$ cat src/rtl/pipelined_cra_pkg.sv
// rtl/pipelined_cra_pkg.sv - shared defaults, segment geometry helpers and the full-adder cell
package pipelined_cra_pkg;

  localparam int WIDTH_DEF = 18;
  localparam int SEG_DEF   = 6;

  function automatic int nstage(input int width, input int seg);
    return (width + seg - 1) / seg;
  endfunction

  function automatic int seg_lo(input int k, input int seg);
    return k * seg;
  endfunction

  // The last segment takes whatever bits remain above the full segments.
  function automatic int seg_w(input int k, input int width, input int seg);
    int rem;
    rem = width - k * seg;
    return (rem < seg) ? rem : seg;
  endfunction

  // Returns {carry_out, sum}.
  function automatic logic [1:0] fa(input logic a, input logic b, input logic ci);
    return {(a & b) | (ci & (a ^ b)), a ^ b ^ ci};
  endfunction

endpackage

$ cat src/rtl/pipelined_cra_if.sv
// rtl/pipelined_cra_if.sv - operand/result handshake bundle for pipelined_cra
// PIPELINED_CRA_OVF_EN adds the registered signed-overflow flag ovf.
interface pipelined_cra_if import pipelined_cra_pkg::*; #(
  parameter int WIDTH = WIDTH_DEF
);
  logic             in_valid;
  logic             in_ready;
  logic [WIDTH-1:0] X;
  logic [WIDTH-1:0] Y;
  logic             Ci;
  logic             sub;
  logic             out_valid;
  logic             out_ready;
  logic [WIDTH-1:0] S;
  logic             Co;
`ifdef PIPELINED_CRA_OVF_EN
  logic             ovf;

  modport master (
    output in_valid, X, Y, Ci, sub, out_ready,
    input  in_ready, out_valid, S, Co, ovf
  );
  modport slave (
    input  in_valid, X, Y, Ci, sub, out_ready,
    output in_ready, out_valid, S, Co, ovf
  );
`else
  modport master (
    output in_valid, X, Y, Ci, sub, out_ready,
    input  in_ready, out_valid, S, Co
  );
  modport slave (
    input  in_valid, X, Y, Ci, sub, out_ready,
    output in_ready, out_valid, S, Co
  );
`endif
endinterface

$ cat src/rtl/cra_segment.sv
// rtl/cra_segment.sv - combinational W-bit ripple chain of full-adder cells
module cra_segment import pipelined_cra_pkg::*; #(
  parameter int W = SEG_DEF
) (
  input  logic [W-1:0] A,
  input  logic [W-1:0] B,
  input  logic         Cin,
  output logic [W-1:0] Sum,
  output logic         Cout
);

  always_comb begin
    logic cc;
    Sum = '0;
    cc  = Cin;
    for (int i = 0; i < W; i++) begin
      {cc, Sum[i]} = fa(A[i], B[i], cc);
    end
    Cout = cc;
  end

endmodule

$ cat src/rtl/pipelined_cra.sv
// rtl/pipelined_cra.sv - segmented, pipelined ripple-carry add/subtract with valid/ready
// PIPELINED_CRA_OVF_EN adds the registered signed-overflow output ovf.
module pipelined_cra import pipelined_cra_pkg::*; #(
  parameter int WIDTH = WIDTH_DEF,
  parameter int SEG   = SEG_DEF
) (
  input  logic           clk,
  input  logic           rst_n,
  pipelined_cra_if.slave bus
);

  localparam int NSTAGE = nstage(WIDTH, SEG);

  logic             en;
  logic [WIDTH-1:0] y_cond;
  logic             carry0;

  assign y_cond      = bus.sub ? ~bus.Y : bus.Y;
  assign carry0      = bus.sub | bus.Ci;
  assign en          = bus.out_ready | ~bus.out_valid;
  assign bus.in_ready = en;

  // Stage k adds its segment and registers it. mix_r holds finished sum bits below
  // the segment top and still-unconsumed X bits above; y_r carries the unconsumed Y' bits.
  for (genvar k = 0; k < NSTAGE; k++) begin : stg
    localparam int LO = seg_lo(k, SEG);
    localparam int W  = seg_w(k, WIDTH, SEG);
    localparam int HI = LO + W;

    logic [WIDTH-1:0] mix_in;
    logic [WIDTH-1:0] mix_nx;
    logic [WIDTH-1:0] mix_r;
    logic [WIDTH-1:LO] y_in;
    logic             c_in;
    logic             v_in;
    logic             c_r;
    logic             v_r;
    logic [W-1:0]     sum;
    logic             cout;

    if (k == 0) begin : src
      assign mix_in = bus.X;
      assign y_in   = y_cond;
      assign c_in   = carry0;
      assign v_in   = bus.in_valid;
    end else begin : src
      assign mix_in = stg[k-1].mix_r;
      assign y_in   = stg[k-1].yh.y_r;
      assign c_in   = stg[k-1].c_r;
      assign v_in   = stg[k-1].v_r;
    end

    cra_segment #(.W(W)) u_seg (
      .A    (mix_in[HI-1:LO]),
      .B    (y_in[HI-1:LO]),
      .Cin  (c_in),
      .Sum  (sum),
      .Cout (cout)
    );

    always_comb begin
      mix_nx         = mix_in;
      mix_nx[HI-1:LO] = sum;
    end

    always_ff @(posedge clk or negedge rst_n) begin
      if (!rst_n) begin
        v_r   <= 1'b0;
        c_r   <= 1'b0;
        mix_r <= '0;
      end else if (en) begin
        v_r   <= v_in;
        c_r   <= cout;
        mix_r <= mix_nx;
      end
    end

    if (k < NSTAGE - 1) begin : yh
      logic [WIDTH-1:HI] y_r;
      always_ff @(posedge clk or negedge rst_n) begin
        if (!rst_n) begin
          y_r <= '0;
        end else if (en) begin
          y_r <= y_in[WIDTH-1:HI];
        end
      end
    end

`ifdef PIPELINED_CRA_OVF_EN
    if (k == NSTAGE - 1) begin : ov
      logic ovf_r;
      // Carry into the MSB is recovered from the MSB sum and operand bits.
      always_ff @(posedge clk or negedge rst_n) begin
        if (!rst_n) begin
          ovf_r <= 1'b0;
        end else if (en) begin
          ovf_r <= cout ^ (mix_in[WIDTH-1] ^ y_in[WIDTH-1] ^ sum[W-1]);
        end
      end
    end
`endif
  end

  assign bus.out_valid = stg[NSTAGE-1].v_r;
  assign bus.S         = stg[NSTAGE-1].mix_r;
  assign bus.Co        = stg[NSTAGE-1].c_r;
`ifdef PIPELINED_CRA_OVF_EN
  assign bus.ovf       = stg[NSTAGE-1].ov.ovf_r;
`endif

endmodule

$ cat src/flat_wrapper.sv
// flat-port wrapper written by rule: the top's interface ports become plain ports
module pipelined_cra_flat import pipelined_cra_pkg::*;
#(
  parameter int WIDTH = WIDTH_DEF,
  parameter int SEG   = SEG_DEF
)
  (clk, rst_n, bus_in_valid, bus_X, bus_Y, bus_Ci, bus_sub, bus_out_ready, bus_in_ready, bus_out_valid, bus_S, bus_Co);
  pipelined_cra_if #(.WIDTH(WIDTH)) bus_i ();
  input  logic clk;
  input  logic rst_n;
  input wire logic [$bits(bus_i.in_valid)-1:0] bus_in_valid;
  input wire logic [$bits(bus_i.X)-1:0] bus_X;
  input wire logic [$bits(bus_i.Y)-1:0] bus_Y;
  input wire logic [$bits(bus_i.Ci)-1:0] bus_Ci;
  input wire logic [$bits(bus_i.sub)-1:0] bus_sub;
  input wire logic [$bits(bus_i.out_ready)-1:0] bus_out_ready;
  output wire logic [$bits(bus_i.in_ready)-1:0] bus_in_ready;
  output wire logic [$bits(bus_i.out_valid)-1:0] bus_out_valid;
  output wire logic [$bits(bus_i.S)-1:0] bus_S;
  output wire logic [$bits(bus_i.Co)-1:0] bus_Co;
  assign bus_i.in_valid = bus_in_valid;
  assign bus_i.X = bus_X;
  assign bus_i.Y = bus_Y;
  assign bus_i.Ci = bus_Ci;
  assign bus_i.sub = bus_sub;
  assign bus_i.out_ready = bus_out_ready;
  assign bus_in_ready = bus_i.in_ready;
  assign bus_out_valid = bus_i.out_valid;
  assign bus_S = bus_i.S;
  assign bus_Co = bus_i.Co;
  pipelined_cra #(.WIDTH(WIDTH), .SEG(SEG)) u_core (.clk(clk), .rst_n(rst_n), .bus(bus_i));
endmodule
$ cat config.mk
export PLATFORM = sky130hd
export DESIGN_NAME = pipelined_cra_flat
export DESIGN_NICKNAME = d
export VERILOG_FILES = /design/src/rtl/pipelined_cra_pkg.sv /design/src/rtl/pipelined_cra_if.sv /design/src/rtl/cra_segment.sv /design/src/rtl/pipelined_cra.sv /design/src/flat_wrapper.sv
export SDC_FILE = /design/constraint.sdc
export NUM_CORES = 1
export LEC_CHECK = 0
export BUFFER_PORTS_ARGS = -buffer_cell sky130_fd_sc_hd__buf_2
export CORE_AREA = 5 5 120 122
export DETAILED_ROUTE_END_ITERATION = 8
export DIE_AREA = 0 0 125 127
export PLACE_DENSITY = 0.53
export REMOVE_ABC_BUFFERS = 1
export SYNTH_ARGS = -nofsm -noshare
export SYNTH_HDL_FRONTEND = slang
export SYNTH_SLANG_ARGS = --single-unit
$ cat constraint.sdc
create_clock -name clk -period 4.1 [get_ports clk]
set_input_delay 0.41 -clock clk [delete_from_list [all_inputs] [get_ports clk]]
set_output_delay 0.41 -clock clk [all_outputs]
set_load 0.01 [all_outputs]
# Word-level counts from Yosys, hierarchy flattened
# Index checks and enable logic that the tools add are counted.
dict set report word_totals {
  ff_bits 78
  wordCells 106
}
dict set report op_classes {
  n_mux 1
  bitwise 94
}
# op n
set op_table {}
lappend op_table {{1-bit bitwise AND} 36}
lappend op_table {{1-bit bitwise XOR} 36}
lappend op_table {{1-bit bitwise OR} 20}
lappend op_table {{18-bit 2-to-1 mux} 1}
lappend op_table {{18-bit NOT} 1}
lappend op_table {{1-bit NOT} 1}

# Longest topological paths before layout
dict set report depth {
  word_depth 15
  ltp_mapped 12
}

# Cells and area by module
# From an unflattened synthesis, not the netlist that was laid out.
dict set report unflattened {
  hier_cells 235
  hier_area_um2 3584.7
}
# mod area_each_um2 seq_area_each_um2 cells_each instances
set modules_own_cells {}
lappend modules_own_cells {pipelined_cra 3111.7 1951.9 187 1}
lappend modules_own_cells {cra_segment 157.7 0.0 16 3}

# Worst setup path before layout
# No wires, ideal clock.
dict set report synth_path {
  path_type {in2reg}
  startpoint {in bus_sub}
  endpoint {reg u_core.stg[0].mix_r[5]}
  path_stages 12
  n_path_buf 2
  setup_time_ns 0.125
  path_slack_ns 0.514
  arrival_time_ns 3.461
  cell_sequence {buf_4 > buf_2 > xor2_1 > fa_1 > inv_1 > fa_1 > fa_1 > fa_1 > fa_1 > inv_1 > fa_1 > mux2_4}
}
dict set report synth_via {
  elab_chain_len 13
  word_cells_on_any_way 24
}
# item line
set synth_lines {}
lappend synth_lines {{start, declared} flat_wrapper.sv:15} ;# input wire logic [$bits(bus_i.sub)-1:0] bus_sub;
lappend synth_lines {{18-bit 2-to-1 mux} pipelined_cra.sv:18} ;# assign y_cond = bus.sub ? ~bus.Y : bus.Y;
lappend synth_lines {{1-bit bitwise XOR} pipelined_cra_pkg.sv:24} ;# return {(a & b) | (ci & (a ^ b)), a ^ b ^ ci};
lappend synth_lines {{1-bit bitwise AND} pipelined_cra_pkg.sv:24}
lappend synth_lines {{1-bit bitwise OR} pipelined_cra_pkg.sv:24}
lappend synth_lines {{1-bit bitwise AND} pipelined_cra_pkg.sv:24}
lappend synth_lines {{1-bit bitwise OR} pipelined_cra_pkg.sv:24}
lappend synth_lines {{1-bit bitwise AND} pipelined_cra_pkg.sv:24}
lappend synth_lines {{1-bit bitwise OR} pipelined_cra_pkg.sv:24}
lappend synth_lines {{1-bit bitwise AND} pipelined_cra_pkg.sv:24}
lappend synth_lines {{1-bit bitwise OR} pipelined_cra_pkg.sv:24}
lappend synth_lines {{1-bit bitwise AND} pipelined_cra_pkg.sv:24}
lappend synth_lines {{1-bit bitwise OR} pipelined_cra_pkg.sv:24}
lappend synth_lines {{1-bit bitwise XOR (*)} pipelined_cra_pkg.sv:24}
lappend synth_lines {{named net u_core.stg[0].sum[5]} pipelined_cra.sv:38} ;# logic [W-1:0] sum;
lappend synth_lines {{end signal, assigned} pipelined_cra.sv:74} ;# mix_r <= mix_nx;
lappend synth_lines {{end, declared} pipelined_cra.sv:32} ;# logic [WIDTH-1:0] mix_r;
# The timed path passes the listed nets; every way through them passes the cells marked *.
# A chain may end at the register's enable or synchronous reset.

# Worst setup path in the final report
dict set report layout_path {
  startpoint {reg u_core.stg[1].yh.y_r[12] (netlist bit)}
  endpoint {reg u_core.stg[2].mix_r[17] (netlist: u_core.bus.S[17])}
}
dict set report layout_via {
  elab_chain_len 12
  word_cells_on_any_way 13
}
# item line
set layout_lines {}
lappend layout_lines {{start, declared} pipelined_cra.sv:79} ;# logic [WIDTH-1:HI] y_r;
lappend layout_lines {{start signal, assigned} pipelined_cra.sv:84} ;# y_r <= y_in[WIDTH-1:HI];
lappend layout_lines {{1-bit bitwise XOR} pipelined_cra_pkg.sv:24}
lappend layout_lines {{1-bit bitwise AND} pipelined_cra_pkg.sv:24}
lappend layout_lines {{1-bit bitwise OR (*)} pipelined_cra_pkg.sv:24}
lappend layout_lines {{1-bit bitwise AND (*)} pipelined_cra_pkg.sv:24}
lappend layout_lines {{1-bit bitwise OR (*)} pipelined_cra_pkg.sv:24}
lappend layout_lines {{1-bit bitwise AND (*)} pipelined_cra_pkg.sv:24}
lappend layout_lines {{1-bit bitwise OR (*)} pipelined_cra_pkg.sv:24}
lappend layout_lines {{1-bit bitwise AND (*)} pipelined_cra_pkg.sv:24}
lappend layout_lines {{1-bit bitwise OR (*)} pipelined_cra_pkg.sv:24}
lappend layout_lines {{1-bit bitwise AND (*)} pipelined_cra_pkg.sv:24}
lappend layout_lines {{1-bit bitwise OR (*)} pipelined_cra_pkg.sv:24}
lappend layout_lines {{1-bit bitwise XOR (*)} pipelined_cra_pkg.sv:24}
lappend layout_lines {{end signal, assigned} pipelined_cra.sv:74}
lappend layout_lines {{end, declared} pipelined_cra.sv:32}
# Every way passes the cells marked *; elsewhere a longest branch is shown, timed or not.

==> qor.yml <==
placement:
  portBuffers: 62
  place_hpwl_mm: 4.72
  gp_congestion: 0.707
worst_setup_path:
  worst_ep_arrival_time_ns: 3.47
  cpMostUsedCell: "fa_1"
  max_stage_delay_ns: 0.46
  cp_max_fo: 2
  start_kind: "flop"
  cp_slowest_cell: "fa_1"
  required_ns: 4.34
  end_kind: "flop"
  worstPathCellList: "inv_1 -> fa_1 -> inv_1 -> fa_1 -> fa_1 -> fa_1 -> fa_1 -> inv_1 -> fa_1 -> a21oi_1"
  path_class: "reg2reg"
routing:
  drt_iter0_drc: 85
  vias: 1939
  dr.pass1.iters: 4
  drt-vias-per-instance: 4.05
  drc_errors: 0
  wire_per_inst_um: 14.4
  antenna_left: 0
  totalWireLength_mm: 6.90
finish:
  antennaDiodeCount: 0
  fill_cells: 1312
  area_growth_pct: 17.0
  postLayoutCoreUtil_pct: 34.8
  drive_gt1_share_pct: 47.9
  final_nets: 359
synthesis:
  ys_top_cells_by_area: "dfrtp_1 (50%), mux2_4 (25%), fa_1 (9.3%)"
  syn_area_um2: 3890
  yosysMostFrequentCell: "dfrtp_1"
  async_reset_ff_share_pct: 100
  synth_warnings: 0
  synthFlopType: "dfrtp_1"
  synth_cells: 235
  avgSynthCellArea_um2: 16.5
  synth-seq-cells: 78
  synth_top_cell_area_share_pct: 50.2
  ys_types: 17
  synth_common_cells: "dfrtp_1 (78), mux2_4 (65), inv_1 (20)"
  yosysTopAreaCell: "dfrtp_1"
  synth_edf_count: 0
  ys_seq_area_share_pct: 50.2
status:
  status: "finished, final reports clean"
timing:
  max_freq_mhz: 310
  worst_slew_pin_slew_ns: 1.00
  slew_headroom_pct: 33.3
  clock-skew-final_ns: 0.00662
  final.period_utilization_pct: 78.7
  rsz0062_at_grt: "no"
  finalHoldViolations: 0
  fin_crit_ns: 3.23
  setup_viol: 0
  finalMaxSlewViolations: 0
  timing.setup.tns_ns: 0
  hold_ws_ns: 0.251
power:
  total_power_mw: 3.07
  power.share.clock_pct: 27.0
  leakage_nw: 2.23
  power.internal_mw: 2.21
  power_density_nw_per_um2: 674
  p_comb_share_pct: 32.9
  p_switching_mw: 0.862
  seqPwrFrac_pct: 40.1
  p_sw_share_pct: 28.1
  peakVddDrop_mv: 0.241
grt:
  grt_use_total_pct: 9.25
  antenna_found_initial: 0
  grt_pass1_wl_mm: 11.4
  overflow: 0
  grt_max_degree: 79
  grt_pass1_vias: 2130
die:
  ioPinCount: 63
  core_um2: 13100
  dieWidth_um: 125
  initial_core_util_pct: 29.7
  dieArea_um2: 15900
  fp.dieH_um: 127
  num_rows: 42
flow_run:
  maxCapViolCount: 0
clock_network:
  clock_path_buffers: 2
  cts_resized: 0
  post-cts-setup-buffers: 0
  path_clk_slew_ns: 0.06
  root_buffer: "clkbuf_16"
  cts_tree: "done"
  h-tree-depth: 3
  cts_buffers: 9
  ctsHoldBuffers: 0
  cts.sinks: 78
  clk_latency_ns: 0.33
hold_path:
  hold_class: "in2async"
final timing paths:
kind / start / end / slack [ns] / cells after the start
hold / removal: rst_n / u_core.stg[1].mix_r[7] / 0.25 / 1
setup / recovery: u_core.stg[1].yh.y_r[12] / u_core.bus.S[17] / 0.87 / 10
hold reg to reg: u_core.stg[1].v_r / u_core.bus.out_valid / 0.48 / 1
min in group clk: bus_X[11] / u_core.stg[0].mix_r[11] / 0.31 / 2
setup reg to reg: u_core.stg[1].yh.y_r[12] / u_core.bus.S[17] / 0.87 / 10
max in group asynchronous: rst_n / u_core.stg[0].yh.y_r[13] / 3.20 / 1
metrics by stage:
stage / std cells / worst slack, ns / instance area, um^2
after detailed placement: 464 / 0.605 / 4250
final: 479 / 0.875 / 4550
after CTS: 479 / 0.806 / 4550
after global placement: 464 / 0.648 / 4250
after global routing: 479 / 0.678 / 4550
after floorplan: 223 / 0.965 / 3690
cell families after synthesis:
logic type / synth area share (%)
compound gates: 1.16
xor+xnor: 4.05
fa+ha+maj: 9.27
buf+inv: 7.05
flops: 50.2
mux: 25.9
simple gates: 2.41
area by class of cell:
class                   count  area (um^2)  area share [%]
clock buffers              11          233            5.11
repair buffers             65          335            7.37
flip-flops and latches     78         1950            42.9
multi-input cells         125         1660            36.5
clock inverters             4         72.6            1.59
inverters                  20         75.1            1.65
well taps                 176          220            4.84
layer usage:
layer	share of wire [%]	GRT usage (%)	vias up
met5	0	0	-
met4	1.5	3.64	0
met3	4.0	2.92	8
met2	43	13.0	42
met1	51	13.2	987
li1	-	-	902
worst max-delay path, delay by kind of cell (launching register included):
family | cells | cell delay (ns)
compound gates | 1 | 0.12
fa+ha+maj | 6 | 2.39
buf+inv | 3 | 0.24
flops | 1 | 0.38
power by group through the flow:
stage / Clock [mW] / Combinational (mW) / Sequential (mW)
after floorplan: 0 / 0.727 / 1.25
after global placement: 0 / 1.02 / 1.24
after detailed placement: 0 / 1.03 / 1.25
after CTS: 0.859 / 1.04 / 1.24
after global routing: 0.889 / 1.13 / 1.28
final: 0.830 / 1.01 / 1.23
flip-flops by register name, indices dropped and copies added, names as in the netlist:
signal / cells
u_core.stg.v_r: 2
u_core.bus.out_valid: 1
u_core.stg.c_r: 2
u_core.bus.S: 18
u_core.stg.yh.y_r: 18
u_core.bus.Co: 1
u_core.stg.mix_r: 36
cells in the final DEF (no fill, tap or decap), types with 2 or more instances in the layout:
cell and count:
xnor2_1 6, buf_4 4, bufinv_16 2, mux2_4 65
buf_2 61, fa_1 18, inv_1 20, clkbuf_16 9
dfrtp_1 78, a21oi_1 9, nor3b_1 9, xor2_1 12
clkbuf_1 2, mux2i_1 3
Power figures use the tool's default switching activity.
